`src/rtl/matvec_engine.sv`:
```
// matvec_engine: C = A x B for a ROWS x COLS matrix A and a COLS-entry vector B.
// Operands arrive one packed word per read. B is read first, then each row of A.
// ROWS MAC lanes then step through one column per cycle. The lanes support
// signed or unsigned operands, accumulate onto the previous result, and optional
// saturation.
module matvec_engine #(
    parameter int ROWS   = 8,
    parameter int COLS   = 8,
    parameter int DATA_W = 8,
    parameter int ACC_W  = 24,
    parameter int ADDR_W = 32,
    parameter int SAT    = 0
) (
    input  logic                     clk,
    input  logic                     rst_n,
    input  logic                     start,
    input  logic                     mode_signed,
    input  logic                     acc_en,
    input  logic [ADDR_W-1:0]        base_addr,
    output logic                     busy,
    output logic                     done,
    output logic                     rd_req,
    output logic [ADDR_W-1:0]        rd_addr,
    input  logic                     rd_gnt,
    input  logic                     rd_valid,
    input  logic [COLS*DATA_W-1:0]   rd_data,
    output logic [ROWS*ACC_W-1:0]    c_out
);

    localparam int IW = $clog2(ROWS + 1);
    localparam int KW = (COLS > 1) ? $clog2(COLS) : 1;
    localparam int PW = 2 * DATA_W + 2;   // product of two (DATA_W+1)-bit signed operands
    localparam int SW = ACC_W + 2;        // adder width with headroom for overflow detection

    localparam logic [IW-1:0] LAST_IDX = IW'(ROWS);
    localparam logic [KW-1:0] LAST_K   = KW'(COLS - 1);

    localparam logic [2:0] S_IDLE      = 3'd0;
    localparam logic [2:0] S_FILL_BUF  = 3'd1;
    localparam logic [2:0] S_FILL_ROWS = 3'd2;
    localparam logic [2:0] S_CALC      = 3'd3;
    localparam logic [2:0] S_WAIT      = 3'd4;
    localparam logic [2:0] S_DONE      = 3'd5;

    logic [2:0]              state_q, state_d;
    logic [IW-1:0]           fetch_idx_q, fetch_idx_d;   // 0 = B word, r+1 = row r
    logic [KW-1:0]           k_q, k_d;
    logic                    rd_req_q, rd_req_d;
    logic [ADDR_W-1:0]       rd_addr_q, rd_addr_d;
    logic                    outst_q, outst_d;           // granted, data not yet returned
    logic [ADDR_W-1:0]       base_q, base_d;
    logic                    signed_q, signed_d;
    logic                    acc_en_q, acc_en_d;
    logic [COLS*DATA_W-1:0]  b_q, b_d;

    logic in_fill;
    logic cap;
    logic enter_calc;

    assign in_fill    = (state_q == S_FILL_BUF) || (state_q == S_FILL_ROWS);
    // Data is taken only for the request in flight; stray rd_valid is dropped.
    assign cap        = in_fill && rd_valid && (outst_q || (rd_req_q && rd_gnt));
    assign enter_calc = cap && (state_q == S_FILL_ROWS) && (fetch_idx_q == LAST_IDX);

    assign busy    = (state_q != S_IDLE);
    assign done    = (state_q == S_DONE);
    assign rd_req  = rd_req_q;
    assign rd_addr = rd_addr_q;

    // Next-state logic for the sequencer and the single-outstanding read port
    always_comb begin
        state_d     = state_q;
        fetch_idx_d = fetch_idx_q;
        k_d         = k_q;
        rd_req_d    = rd_req_q;
        rd_addr_d   = rd_addr_q;
        outst_d     = outst_q;
        base_d      = base_q;
        signed_d    = signed_q;
        acc_en_d    = acc_en_q;
        b_d         = b_q;
        case (state_q)
            S_IDLE: begin
                if (start) begin
                    state_d     = S_FILL_BUF;
                    base_d      = base_addr;
                    signed_d    = mode_signed;
                    acc_en_d    = acc_en;
                    fetch_idx_d = '0;
                end
            end
            S_FILL_BUF, S_FILL_ROWS: begin
                if (rd_req_q && rd_gnt) begin
                    rd_req_d = 1'b0;
                    outst_d  = 1'b1;
                end
                if (cap) begin
                    outst_d     = 1'b0;
                    fetch_idx_d = fetch_idx_q + 1'b1;
                    if (state_q == S_FILL_BUF) begin
                        b_d     = rd_data;
                        state_d = S_FILL_ROWS;
                    end else if (fetch_idx_q == LAST_IDX) begin
                        state_d = S_CALC;
                        k_d     = '0;
                    end
                end
                // A new request goes out only once the previous data has returned.
                if (!rd_req_q && !outst_q) begin
                    rd_req_d  = 1'b1;
                    rd_addr_d = base_q + ADDR_W'(fetch_idx_q);
                end
            end
            S_CALC: begin
                k_d = k_q + 1'b1;
                if (k_q == LAST_K) begin
                    state_d = S_WAIT;
                end
            end
            S_WAIT: state_d = S_DONE;
            S_DONE: state_d = S_IDLE;
            default: state_d = S_IDLE;
        endcase
    end

    // Sequencer and read-port registers
    always_ff @(posedge clk or negedge rst_n) begin
        if (!rst_n) begin
            state_q     <= S_IDLE;
            fetch_idx_q <= '0;
            k_q         <= '0;
            rd_req_q    <= 1'b0;
            rd_addr_q   <= '0;
            outst_q     <= 1'b0;
            base_q      <= '0;
            signed_q    <= 1'b0;
            acc_en_q    <= 1'b0;
            b_q         <= '0;
        end else begin
            state_q     <= state_d;
            fetch_idx_q <= fetch_idx_d;
            k_q         <= k_d;
            rd_req_q    <= rd_req_d;
            rd_addr_q   <= rd_addr_d;
            outst_q     <= outst_d;
            base_q      <= base_d;
            signed_q    <= signed_d;
            acc_en_q    <= acc_en_d;
            b_q         <= b_d;
        end
    end

    logic [DATA_W-1:0] b_el;
    logic signed [DATA_W:0] b_ext;
    assign b_el  = b_q[k_q*DATA_W +: DATA_W];
    assign b_ext = {signed_q & b_el[DATA_W-1], b_el};

    // One MAC lane per row: row buffer, product register, accumulator, result.
    for (genvar gi = 0; gi < ROWS; gi++) begin : g_lane
        localparam logic [IW-1:0] MY_IDX = IW'(gi + 1);

        logic [COLS*DATA_W-1:0] row_q;
        logic signed [PW-1:0]   prod_q;
        logic signed [PW-1:0]   prod_d;
        logic [ACC_W-1:0]       acc_q;
        logic [ACC_W-1:0]       acc_d;
        logic [ACC_W-1:0]       c_q;
        logic [DATA_W-1:0]      a_el;
        logic signed [DATA_W:0] a_ext;
        logic signed [PW-1:0]   a_w;
        logic signed [PW-1:0]   b_w;
        logic signed [SW-1:0]   acc_x;
        logic signed [SW-1:0]   prod_x;
        logic signed [SW-1:0]   sum_x;

        assign a_el   = row_q[k_q*DATA_W +: DATA_W];
        assign a_ext  = {signed_q & a_el[DATA_W-1], a_el};
        assign a_w    = {{(PW-DATA_W-1){a_ext[DATA_W]}}, a_ext};
        assign b_w    = {{(PW-DATA_W-1){b_ext[DATA_W]}}, b_ext};
        assign prod_d = a_w * b_w;
        assign acc_x  = signed_q ? {{2{acc_q[ACC_W-1]}}, acc_q} : {2'b00, acc_q};
        assign prod_x = {{(SW-PW){prod_q[PW-1]}}, prod_q};
        assign sum_x  = acc_x + prod_x;

        // Accumulator update with optional clamping to the signed/unsigned range
        always_comb begin
            acc_d = sum_x[ACC_W-1:0];
            if (SAT != 0) begin
                if (signed_q) begin
                    if (sum_x[SW-1] && !(sum_x[ACC_W] && sum_x[ACC_W-1]))
                        acc_d = {1'b1, {(ACC_W-1){1'b0}}};
                    else if (!sum_x[SW-1] && (sum_x[ACC_W] || sum_x[ACC_W-1]))
                        acc_d = {1'b0, {(ACC_W-1){1'b1}}};
                end else begin
                    if (sum_x[SW-1])
                        acc_d = '0;
                    else if (sum_x[ACC_W])
                        acc_d = '1;
                end
            end
        end

        // Row capture, MAC pipeline and result latch for this lane
        always_ff @(posedge clk or negedge rst_n) begin
            if (!rst_n) begin
                row_q  <= '0;
                prod_q <= '0;
                acc_q  <= '0;
                c_q    <= '0;
            end else begin
                if (cap && (state_q == S_FILL_ROWS) && (fetch_idx_q == MY_IDX))
                    row_q <= rd_data;
                if (enter_calc) begin
                    // Zero product means the first CALC add leaves the seed untouched.
                    acc_q  <= acc_en_q ? c_q : '0;
                    prod_q <= '0;
                end else if (state_q == S_CALC) begin
                    acc_q  <= acc_d;
                    prod_q <= prod_d;
                end else if (state_q == S_WAIT) begin
                    // Last product drains here; the result is visible during DONE.
                    acc_q <= acc_d;
                    c_q   <= acc_d;
                end
            end
        end

        assign c_out[gi*ACC_W +: ACC_W] = c_q;
    end

endmodule

```
`config.mk`:
```
export PLATFORM = sky130hd
export DESIGN_NAME = matvec_engine
export DESIGN_NICKNAME = d
export VERILOG_FILES = /design/src/rtl/matvec_engine.sv
export SDC_FILE = /design/constraint.sdc
export NUM_CORES = 2
export LEC_CHECK = 0
export CORE_MARGIN = 1.5
export CORE_UTILIZATION = 35
export CTS_CLUSTER_DIAMETER = 50
export DETAILED_ROUTE_END_ITERATION = 6
export DONT_BUFFER_PORTS = 1
export HOLD_SLACK_MARGIN = 0.02
export SETUP_SLACK_MARGIN = 0.02
export SLEW_MARGIN = 20
export SYNTH_ARGS = -nofsm -noshare
export SYNTH_HDL_FRONTEND = slang
export SYNTH_SLANG_ARGS = --single-unit
export TNS_END_PERCENT = 5
```
`constraint.sdc`:
```
create_clock -name clk -period 13.9 [get_ports clk]
set_clock_uncertainty 0.2 [all_clocks]
set_input_delay 2.085 -clock clk [delete_from_list [all_inputs] [get_ports clk]]
set_output_delay 2.085 -clock clk [all_outputs]
set_load 0.02 [all_outputs]
```
Yosys cells after proc, flatten, opt, wreduce, memory -nomap -nowiden
Index checks and enable logic that the tools add are counted.

word-level totals
  ROM bits = 0
  word-level logic and storage cells = 201
  bits in registers = 1182
  bits in writable memories = 0
  latch bits = 0
  input bits = 103
  memories kept = 0
  output and inout port bits = 227

cells by class
  shift-type cells = 9
  add/sub/neg operators = 11
  multiply operators = 8
  divide/modulo/power cells = 0
  reductions and logical operators = 35
  equality and inequality tests = 20
  bitwise gates (word level) = 11
  magnitude comparators = 0
  mux-type cells = 65

operator list
  kind                                           number
  two-way mux 24 bit                             32
  variable part select 64 x 7 -> 8 bit           9
  two-way mux 18 bit                             16
  adder 24 x 18 -> 24 bit                        8
  multiplier 9 x 9 -> 18 bit                     8
  adder 32 x 4 -> 32 bit                         1
  two-way mux 3 bit                              8
  == test 4 x 3 -> 1 bit, second input constant  4
  logical AND 1 bit                              13
  case mux 3 bit (4 select lines)                1
  != test 2 bit, second input constant           5
  nonzero test 2 bit                             5
  bitwise AND 1 bit                              9
  == test 3 bit, second input constant           3
  AND reduction 3 bit                            3
  == test 4 x 2 -> 1 bit, second input constant  2
  two-way mux 4 bit                              2
  case mux 4 bit (2 select lines)                1
  AND reduction 2 bit                            4
  AND reduction 4 bit                            2
  == test 3 x 2 -> 1 bit, second input constant  2
  case mux 3 bit (2 select lines)                1
  nonzero test 3 bit                             2
  adder 4 x 1 -> 4 bit, second input constant    1
  11 further kinds                               17

Depth between registers and ports, before layout
  depth after elaboration = 8
  gate-level depth with buffers = 27

Worst setup path after synthesis
Ideal clock, no wire load.

  path type = reg-to-reg
  start = reg k_q[0]
  end = reg g_lane[0].prod_q[17]
  data required time = 13567 ps
  path buffers = 4
  setup slack = 6957 ps
  arrival time = 6610 ps
  period minus slack after synthesis = 6943 ps
  cell stages (with the launch flop) = 28
  path through = dfrtp_1 buf_2 buf_2 buf_4 buf_2 mux4_2 mux2_2 nand2_1 fa_1 inv_1 fa_1 ha_1 inv_1 fa_1 inv_1 ha_1 ha_1 fa_1 a21o_1 a21oi_1 o21bai_1 a21oi_1 o21bai_1 a211o_1 a21o_1 a21oi_1 xnor2_1 o21ai_0

on the way
  word-level cells in the longest chain between the ends = 5
  elaborated cells between the ends (all ways) = 7

ends and longest elaborated chain
  item                                                     RTL line  RTL
  start, declared                                          47        logic [KW-1:0] k_q, k_d;
  start signal, assigned                                   142       k_q <= k_d;
  variable part select 64 x 7 -> 8 bit (on tied branches)  176, 155
  bitwise AND 1 bit (on tied branches)                     177, 156
  multiplier 9 x 9 -> 18 bit (*)                           180       assign prod_d = a_w * b_w;
  two-way mux 18 bit (*)                                   217       end else if (state_q == S_CALC) begin
  two-way mux 18 bit (*)                                   213       if (enter_calc) begin
  end signal, assigned                                     219       prod_q <= prod_d;
  end, declared                                            163       logic signed [PW-1:0] prod_q;

Every way passes the cells marked *; elsewhere a longest branch is shown, timed or not. The select of a mux whose other input is x is not followed.
A chain may end at the register's enable or synchronous reset.

Final worst setup path
  start = reg k_q[1]
  end = reg g_lane[7].prod_q[16]

on the way
  word-level cells in the longest chain between the ends = 5
  elaborated cells between the ends (all ways) = 7

ends and longest elaborated chain
  item                                                     RTL line
  variable part select 64 x 7 -> 8 bit (on tied branches)  176, 155
  bitwise AND 1 bit (on tied branches)                     177, 156
  multiplier 9 x 9 -> 18 bit (*)                           180
  two-way mux 18 bit (*)                                   217
  two-way mux 18 bit (*)                                   213
  end signal, assigned                                     219
  end, declared                                            163

Marked as above.

==> run metrics <==
mapped cell area=81830 um^2; IO Count=330; Tmin final=8706 ps; setup tns final=0 ps; final hold violations=0; die width=486.5 um; dominant cells by area after synthesis=dfrtp_1 36%, fa_1 14%, mux2_2 8.4%, ha_1 7.7%, nand2_1 4.8%; layout cells sized above 1=14.42%; HPWL after detailed placement=165900 um; post-CTS setup buffers=0; Post-Route WL=233100 um; gpl congestion=0.8641; number of DRC markers in iteration 0=4063; ANT nets after route=0; All-Layer GR Usage=19.68%; Worst-Skew Late Latency=830 ps; mean area per synthesized cell=10.31 um^2; Static Leak=44.58 nW; fillers=22474; power per cell area=269.0 nW/um^2; Worst-Margin Slew=1077 ps; final period utilization=62.63%; vias in the first global route=59245; share of the synthesized area in the top cell type=36.15%; Final Net Count=8949; remaining routing DRC violations=0; via count=57933; flops & latches, synth=1182; crit-path max FO=35; sequential element share of the synthesized area=36.15%; net count after synthesis=9103; yosys warns=0; Initial Util=35.19%; run status=finished clean; PostCTS Resize Cnt=0; DRT Pass-1 Iters=6; TritonCTS Buffers=154; Avg WL per Cell=21.27 um; total power=24.36 mW; Via-to-Cell Ratio=5.288; CORE AREA=232500 um^2; worst min path class=reg2reg; ys async rst share=100.0%; Slew Viols, Final=0; Root Driver=clkbuf_16; CTS tree=done; Layout Cells excl Fill=10956; hold_buf cts=0; Port Buffers=0; Clock Path Buffers=3; # rows=177; distinct cell type count after synthesis=80; Rel. slew slack=28.21%; Worst-path clk slew=60 ps; CP required=14320 ps; leading area contributor after synthesis=dfrtp_1; Num Clock Sinks=1182; area of the die=236700 um^2; CP Class=reg2reg; antenna violations before repair=14; RSZ-0062 raised after global routing=false; maximum vdd drop=0.3231 mV; Startpoint Class=register; Die Y=486.5 um; critical path data arrival time=9130 ps; pin count of the biggest net entering global routing=208; Fmax=114.9 MHz; Area Growth Syn to Fin=10.64%; Post-synth EDFFs=0; final setup vio count=0; max-cap viol count=0; DP Cell Count=10662; Worst setup EP type=register; htree depth=4; total gr overflow=0; Gate Count Post-Synth=7933; first-pass GRT wire length=361300 um; Synth Flop Type=dfrtp_1; Fin Hold WS=268.6 ps
==> Yosys cell counts, types with 7 or more instances <==
cell type  count
a21oi_1      353
mux4_2       144
buf_1         35
buf_2         57
or3_1         12
nand3_1      241
or2_2         11
nand2_1     1053
o211ai_1      15
mux2i_1       46
nor2b_1       90
nor2_1       424
ha_1         505
nand4_1       10
o21a_1        17
a22oi_1       11
o31ai_1       15
o21ai_0      556
a211o_1        7
xnor2_1      234
a21o_1       125
a41oi_1        8
nor3b_1        7
o32ai_1       10
clkbuf_1     295
and2_1        31
nand2b_1      44
inv_1        760
fa_1         562
a31oi_1       56
o21bai_1      55
xor2_1       120
and4_1         7
dfrtp_1     1182
a211oi_1      35
mux2_2       610
nor3_1        38
and3_1        51
==> layer usage <==
| metal | wire (um) | GRT usage (%) | up-vias |
|---|---|---|---|
| met4 | 3780 | 3.998 | 2 |
| met2 | 101600 | 29.84 | 1539 |
| li1 | - | - | 26414 |
| met1 | 105700 | 27.42 | 29727 |
| met3 | 21930 | 6.331 | 251 |
| met5 | 7 | 0 | - |
==> path summary, 6_finish.rpt <==
path | startpoint | to | slack (ps) | cells after the start
hold reg to reg | g_lane[7].row_q[19] | g_lane[7].row_q[19] | 270 | 2
hold / removal | g_lane[7].row_q[19] | g_lane[7].row_q[19] | 270 | 2
setup / recovery | k_q[1] | g_lane[7].prod_q[16] | 5190 | 26
max in group asynchronous | rst_n | g_lane[1].row_q[30] | 9250 | 6
setup reg to reg | k_q[1] | g_lane[7].prod_q[16] | 5190 | 26
min in group asynchronous | rst_n | g_lane[6].c_q[7] | 760 | 0
==> flip-flops by register name, indices dropped and copies added (netlist names) <==
name,count
outst_q,1
g_lane.prod_q,144
g_lane.c_q,192
fetch_idx_q,4
rd_addr,32
base_q,32
g_lane.row_q,512
k_q,3
b_q,64
signed_q,1
rd_req,1
acc_en_q,1
g_lane.acc_q,192
state_q,3
==> cells by family after synthesis <==
| group | share of synthesized area, % |
|---|---|
| AO/OA/AOI/OAI | 9.485 |
| flip-flops | 36.15 |
| adder cells (fa/ha/maj) | 21.47 |
| multiplexers | 12.92 |
| XOR/XNOR | 3.789 |
| AND/OR/NAND/NOR | 10.80 |
| buffers and inverters | 5.390 |
==> cell type report <==
type / instances / area [um^2] / share of cell area (%)
multi-input cells: 5599 / 47960 / 52.98
flip-flops and latches: 1182 / 29590 / 32.69
clock buffers: 210 / 4345 / 4.800
well taps: 3043 / 3807 / 4.205
inverters: 761 / 2856 / 3.155
clock inverters: 73 / 1077 / 1.190
repair buffers: 81 / 873.3 / 0.9646
diodes: 7 / 17.52 / 0.01935
==> report_power, final <==
| part | total (mW) | switching (mW) | internal [mW] |
|---|---|---|---|
| sequential | 6.11 | 1.51 | 4.60 |
| combinational | 14.1 | 8.41 | 5.64 |
| clock | 4.19 | 1.67 | 2.53 |
==> per-stage QoR <==
step / instance area [um^2] / util, % / setup WS (ps)
CTS: 90420 / 38.88 / 5215
global placement: 84970 / 36.54 / 5340
detailed placement: 85000 / 36.55 / 5280
finish: 90530 / 38.93 / 5194
floorplan: 81830 / - / 6957
global route: 90520 / 38.93 / 4777
==> cell usage in the layout, fill, tap and decap left out, types with 16 or more instances in the layout <==
| cell | Yosys | layout |
|---|---|---|
| nand3_1 | 241 | 241 |
| mux2i_1 | 46 | 39 |
| nor2_1 | 424 | 422 |
| nand2_1 | 1053 | 1047 |
| o21ai_0 | 556 | 556 |
| fa_1 | 562 | 562 |
| clkbuf_16 | 0 | 155 |
| clkinv_2 | 0 | 21 |
| buf_4 | 4 | 66 |
| xnor2_1 | 234 | 234 |
| xor2_1 | 120 | 120 |
| mux4_2 | 144 | 144 |
| and3_1 | 51 | 51 |
| o21bai_1 | 55 | 55 |
| clkbuf_8 | 0 | 26 |
| a211oi_1 | 35 | 35 |
| a21o_1 | 125 | 125 |
| ha_1 | 505 | 505 |
| mux2_2 | 610 | 609 |
| nand2b_1 | 44 | 44 |
| nor3_1 | 38 | 37 |
| inv_1 | 760 | 760 |
| clkbuf_1 | 295 | 29 |
| a31oi_1 | 56 | 56 |
| dfrtp_1 | 1182 | 1178 |
| nor2b_1 | 90 | 89 |
| a21oi_1 | 353 | 353 |
| bufinv_16 | 0 | 16 |
| o21a_1 | 17 | 17 |
| and2_1 | 31 | 30 |
==> critical path, cell delays in order, from the launching register on <==
cell	delay (ps)
dfrtp_4	740
buf_4	530
buf_4	580
mux4_2	420
mux2i_4	150
buf_4	390
nor2b_1	90
buf_4	260
inv_2	500
buf_4	550
nor2_1	140
fa_1	520
inv_1	60
fa_1	500
inv_1	50
fa_1	480
inv_1	50
fa_1	470
inv_1	40
ha_1	270
ha_1	360
and3_1	170
a211oi_1	360
o21bai_1	100
a21oi_1	170
xor2_1	160
o21ai_0	100
No activity file was read; power rests on OpenSTA's default activity.
